### src/rtl/if_instr_mem_pipe.sv
// if_instr_mem_pipe: writable IF-stage instruction RAM with 1/2-cycle pipelined fetch,
// stall/flush control and PC-tagged fault reporting for misaligned or out-of-range fetches.
module if_instr_mem_pipe #(
  parameter int          DEPTH     = 64,
  parameter int          ADDR_W    = 32,
  parameter int          LATENCY   = 1,
  parameter logic [31:0] NOP_INSTR = 32'h00000013
) (
  input  logic              i_clk,
  input  logic              i_rst,
  input  logic              i_req,
  input  logic [ADDR_W-1:0] i_addr,
  input  logic              i_stall,
  input  logic              i_flush,
  input  logic              i_we,
  input  logic [ADDR_W-1:0] i_waddr,
  input  logic [31:0]       i_wdata,
  output logic              o_valid,
  output logic [31:0]       o_instr,
  output logic [ADDR_W-1:0] o_pc,
  output logic              o_fault
);
  localparam int IW = $clog2(DEPTH);
  localparam logic [ADDR_W-3:0] LIMIT = (ADDR_W-2)'(DEPTH);
  if (LATENCY != 1 && LATENCY != 2) begin : g_bad_latency
    $error("if_instr_mem_pipe: LATENCY must be 1 or 2");
  end
  logic [31:0] ram [DEPTH] = '{default: NOP_INSTR};
  logic [ADDR_W-3:0] ridx, widx;
  logic r_fault, w_ok, accept;
  logic [31:0] r_word;
  logic s1_valid, s1_fault, n_valid, n_fault;
  logic [31:0] s1_instr, n_instr;
  logic [ADDR_W-1:0] s1_pc, n_pc;
  assign ridx = i_addr[ADDR_W-1:2];
  assign widx = i_waddr[ADDR_W-1:2];
  assign r_fault = (|i_addr[1:0]) || ridx >= LIMIT;
  assign r_word = r_fault ? NOP_INSTR : ram[ridx[IW-1:0]];
  assign w_ok = i_we && !(|i_waddr[1:0]) && widx < LIMIT;
  assign accept = i_req && !i_stall;
  // Nonblocking write keeps same-edge reads on the old word (read-first).
  always_ff @(posedge i_clk)
    if (w_ok && !i_rst) ram[widx[IW-1:0]] <= i_wdata;
  always_comb begin
    n_valid = LATENCY == 1 ? accept : s1_valid && !i_flush;
    n_fault = LATENCY == 1 ? r_fault : s1_fault;
    n_instr = LATENCY == 1 ? r_word : s1_instr;
    n_pc    = LATENCY == 1 ? i_addr : s1_pc;
  end
  always_ff @(posedge i_clk or posedge i_rst)
    if (i_rst) begin
      s1_valid <= 1'b0;
      s1_fault <= 1'b0;
      s1_instr <= NOP_INSTR;
      s1_pc    <= '0;
      o_valid  <= 1'b0;
      o_fault  <= 1'b0;
      o_instr  <= NOP_INSTR;
      o_pc     <= '0;
    end else if (i_flush || !i_stall) begin
      s1_valid <= accept;
      s1_fault <= accept && r_fault;
      s1_instr <= accept ? r_word : NOP_INSTR;
      if (accept) s1_pc <= i_addr;
      o_valid  <= n_valid;
      o_fault  <= n_valid && n_fault;
      o_instr  <= n_valid ? n_instr : NOP_INSTR;
      if (n_valid) o_pc <= n_pc;
    end
endmodule

### config.mk
export PLATFORM = sky130hd
export DESIGN_NAME = if_instr_mem_pipe
export DESIGN_NICKNAME = d
export VERILOG_FILES = /design/src/rtl/if_instr_mem_pipe.sv
export SDC_FILE = /design/constraint.sdc
export NUM_CORES = 2
export LEC_CHECK = 0
export BUFFER_PORTS_ARGS = -buffer_cell sky130_fd_sc_hd__buf_2
export CAP_MARGIN = 5
export CORE_UTILIZATION = 62
export DETAILED_ROUTE_END_ITERATION = 8
export PLACE_DENSITY = 0.81
export SLEW_MARGIN = 5
export SYNTH_ARGS = -nofsm -noshare
export SYNTH_HDL_FRONTEND = slang
export SYNTH_SLANG_ARGS = --single-unit
export TNS_END_PERCENT = 30
### constraint.sdc
create_clock -name i_clk -period 2.5 [get_ports i_clk]
set_clock_uncertainty 0.2 [all_clocks]
set_input_delay 0.5 -clock i_clk [delete_from_list [all_inputs] [get_ports i_clk]]
set_output_delay 0.5 -clock i_clk [all_outputs]
set_load 0.005 [all_outputs]
### Yosys cells after proc, flatten, opt, wreduce, memory -nomap -nowiden

Memory sizes are Yosys's and may differ from the RTL's.
Index checks and enable logic that the tools add are counted.

* register bits after elaboration: 66
* bits in writable memories: 2048
* input bits: 102
* output and inout bits: 66
* logic and storage cells: 24
* memories kept: 1

Memory list
* ram: words 64, bits a word 32, rd ports 1, clocked after memory_dff 0, wr ports 1, RTL line 28 `logic [31:0] ram [DEPTH] = '{default: NOP_INSTR};`

* order comparisons: 2
* mux-type cells: 4
* reduce and logical (&&, ||, !) cells: 13

Operators by type and width (count)
* two-way mux 32 bit: 2
* greater-or-equal comparator 30 x 7 -> 1 bit, second input constant: 1
* less-than comparator 30 x 7 -> 1 bit, second input constant: 1
* logical AND 1 bit: 5
* OR reduction 2 bit: 2
* logical NOT 1 bit: 3
* logical OR 1 bit: 2
* two-way mux 1 bit: 2
* AND reduction 2 bit: 1

### Logic depth before layout (Yosys ltp)

* word-level depth: 7
* mapped depth: 10
* depth with buffers taken out: 5

### Worst setup path after synthesis

Ideal clock, no wire load.

* path type: input port to flip-flop
* from: input port i_waddr[1]
* to: memory ram[63][0], enable pin
* library setup time: 0.421 ns
* arrival: 2.906 ns
* required time: 1.879 ns
* slack: -1.027 ns
* stages: 5
* path buffers: 0
* cells stage by stage: nor4b_1 > nand4_1 > nor3_1 > nand3_1 > nor2_1

* word-level cells in the longest chain between the ends: 7

RTL lines
* start: declaration: RTL line 16 `input logic [ADDR_W-1:0] i_waddr,`
* OR reduction 2 bit: RTL line 39 `assign w_ok = i_we && !(|i_waddr[1:0]) && widx < LIMIT;`
* logical NOT 1 bit: RTL line 39
* logical AND 1 bit (2 in a row): RTL line 39
* logical AND 1 bit: RTL line 43 `if (w_ok && !i_rst) ram[widx[IW-1:0]] <= i_wdata;`
* two-way mux 1 bit: RTL line 43
* two-way mux 1 bit (not written as such): RTL line 43
* end: declaration: RTL line 28

Every way passes these cells.

### Worst setup path after layout

* from: input port i_addr[1]
* to: register o_instr[5]

* word-level cells in the longest chain between the ends: 4

RTL lines
* start: declaration: RTL line 12 `input logic [ADDR_W-1:0] i_addr,`
* OR reduction 2 bit: RTL line 37 `assign r_fault = (|i_addr[1:0]) || ridx >= LIMIT;`
* logical OR 1 bit: RTL line 37
* two-way mux 32 bit: RTL line 38 `assign r_word = r_fault ? NOP_INSTR : ram[ridx[IW-1:0]];`
* two-way mux 32 bit: RTL line 67 `o_instr <= n_valid ? n_instr : NOP_INSTR;`
* end signal: assignment: RTL line 67
* end: declaration: RTL line 19 `output logic [31:0] o_instr,`

Every way passes these cells.
A chain may end at the register's enable or synchronous reset.

==> results.sh <==
export IMPL_grt_pass1_wl_um=349000
export IMPL_cts_sinks=2114
export IMPL_pwr_share_comb=0.059
export IMPL_met1_length_um=78500
export IMPL_hold_ws_ns=0.0107
export IMPL_die_h_um=363
export IMPL_grt_total_usage=0.386
export IMPL_p_int_w=0.0571
export IMPL_violations="negative setup slack"
export IMPL_crit_chain="dlygate4sd3_1 -> buf_2 -> nor4_1 -> nand4_1 -> buf_4 -> nor3_2 -> buf_12 -> nand3_2 -> o21ai_0"
export IMPL_yosys_warnings=0
export IMPL_fillers=6194
export IMPL_vias=47200
export IMPL_rsz0062_at_grt="true"
export IMPL_via_per_inst=7.29
export IMPL_clk_latency_ns=0.85
export IMPL_yosysTopAreaCell="edfxtp_1"
export IMPL_syn_to_final_growth_pct=20.0
export IMPL_grt_ovfl_total=0
export IMPL_core_area_mm2=0.129
export IMPL_maxCapViolCount=0
export IMPL_syn_nets=3874
export IMPL_drc=0
export IMPL_p_total_w=0.0729
export IMPL_synthTopCellsByCount="edfxtp_1 (2,048), mux4_2 (443), mux2i_1 (222)"
export IMPL_hold_class="input port to register"
export IMPL_critPathLaunchType="input port"
export IMPL_io_buffers=167
export IMPL_dr_pass1_iters=9
export IMPL_maxSlewViolCount=0
export IMPL_dieArea_mm2=0.132
export IMPL_initial_core_util=0.624
export IMPL_cts_made_buffers=191
export IMPL_ant_nets=0
export IMPL_avgSynthCellArea_um2=21.4
export IMPL_synth_seq_area_share=0.782
export IMPL_worstSetupEndpointType="register"
export IMPL_layout_nets=4665
export IMPL_slowest_stage="dlygate4sd3_1"
export IMPL_synthArstFlopShare=0.0312
export IMPL_ys_types=55
export IMPL_place_congestion=0.906
export IMPL_syn_cell_area_mm2=0.0807
export IMPL_grt_max_degree=67
export IMPL_ioPinCount=168
export IMPL_clkPwrFrac=0.407
export IMPL_fin_ws_ns=-0.0375
export IMPL_synth_edf_count=2048
export IMPL_dr_max_layer_used="met5"
export IMPL_synth_top_area_frac=0.762
export IMPL_cts_max_path_buffers=3
export IMPL_first_global_vias=47200
export IMPL_switching_power_w=0.0158
export IMPL_peakVddDrop_mv=0.798
export IMPL_period_needed_ns=2.54
export IMPL_die_width_um=363
export IMPL_max_freq_ghz=0.394
export IMPL_crit_path_max_fanout=30
export IMPL_required_ns=3.01
export IMPL_crit_type="input port to register"
export IMPL_synth_area_top_cells="edfxtp_1 (76%), mux4_2 (12%), mux2i_1 (2.8%), dfrtp_1 (2.0%), nand2_1 (0.90%)"
export IMPL_arrival_ns=3.05
export IMPL_multi_input_area_mm2=0.0170
export IMPL_slew_headroom=0.236
export IMPL_antenna_found_initial=31
export IMPL_wl_met3_um=39400
export IMPL_synth_seq_cells=2114
export IMPL_ys_flop_type="edfxtp_1"
export IMPL_drtIter0Drc=8969
export IMPL_wl_met2_um=116000
export IMPL_setup_violations=5
export IMPL_post_cts_setup_buffer_count=0
export IMPL_powerDensity_mw_per_mm2=753
export IMPL_status="finished with violations"
export IMPL_synth_most_common_cell="edfxtp_1"
export IMPL_syn_inst=3772
export IMPL_min_delay_path_depth=2
export IMPL_finalCritPeriodShare=1.01
export IMPL_max_stage_delay_ns=0.53
export IMPL_cts_tree="built"
export IMPL_num_rows=132
export IMPL_post_dp_hpwl_um=140000
export IMPL_cts_clk_slew_worst_paths_ns=0.07
export IMPL_hold_viol_final=0
export IMPL_clockRootBuffer="clkbuf_16"
export IMPL_leakage_nw=32.3
export IMPL_tightest_slew_ns=1.15
export IMPL_switching_share=0.216
export IMPL_pwr_share_seq=0.534
export IMPL_wl_per_cell_um=38.7
export IMPL_utilization=0.749
export IMPL_drive_gt1_frac=0.333
export IMPL_seq_area_mm2=0.0632
export IMPL_rr_worst_depth=5
export IMPL_htree_levels=4
export IMPL_totalWireLength_um=251000
## layout make-up
cell class,count,share of cell area
Antenna cell,8,0.000207
Sequential cell,2114,0.652
Timing Repair Buffer,806,0.0857
Tap cell,1742,0.0225
Clock buffer,258,0.0545
Multi-Input combinational cell,1445,0.175
Inverter,5,0.000207
Clock inverter,98,0.00953
## per-layer routing
metal  global-route usage  vias up
met5                    0        -
met4                0.207       38
met3                0.127     1067
met2                0.593     5136
met1                0.494    23700
li1                     -    17300
## cell usage in the layout (no fill, tap or decap), types with 82 or more instances in the layout
cell       instances
a22oi_1           92
nand2_1          187
clkbuf_16        199
edfxtp_1        2048
buf_12           202
buf_2            164
mux2i_1          222
mux4_2           443
o22ai_1           82
buf_4            394
## sequential cells by signal, indices dropped and copies added (netlist names)
register	cells
o_fault	1
ram	2048
o_valid	1
o_instr	32
o_pc	32
## critical path, delay by kind of cell
kind	cells	cell delay, ns
compound gates	1	0.33
buf+inv	4	1.11
simple gates	4	1.08
## path summary, 6_finish.rpt
kind | start | endpoint | slack (ns)
min in group asynchronous | i_rst | o_pc[5] | 0.28
min | i_wdata[24] | ram[16][24] | 0.01
min reg2reg | o_pc[23] | o_pc[23] | 0.29
max | i_addr[1] | o_instr[5] | -0.04
max in group asynchronous | i_rst | o_instr[1] | 1.41
max reg2reg | ram[40][19] | o_instr[19] | 0.10
## power by group through the flow
stage	clock [W]	sequential (W)	combinational (W)
5_1_grt	0.0308	0.0389	0.00439
3_5_place_dp	0	0.0397	0.00396
3_3_place_gp	0	0.0397	0.00382
6_report	0.0297	0.0389	0.00432
4_1_cts	0.0295	0.0389	0.00415
2_1_floorplan	0	0.0397	0.00176
## stage by stage
step	setup WS, ns	cell area (µm²)	std cells	TNS [ns]
final	-0.0375	96900	6476	-0.0897
after global routing	-0.0164	96900	6470	-0.0297
after CTS	0.0131	96800	6468	0
after detailed placement	-0.996	90200	6069	-785.10
after global placement	-1.04	90200	6069	-635.35
after floorplan	-0.346	81300	3772	-660.83
## kinds of logic (layout without fill, tap and decap cells)
kind of cell / Yosys count / after routing / synth area share
simple gates: 461 / 461 / 0.0258
mux: 674 / 674 / 0.152
other cells: 0 / 8 / 0
compound gates: 310 / 310 / 0.0251
buf+inv: 213 / 1167 / 0.0146
flops: 2114 / 2114 / 0.782
## timing repair
action	CTS	global route
hold buffers	43	0
endpoints found under the setup margin	1	4
cloned	0	0
endpoints found under the hold margin	503	0
gates resized for setup	1	5
No activity file was read; power rests on OpenSTA's default activity.
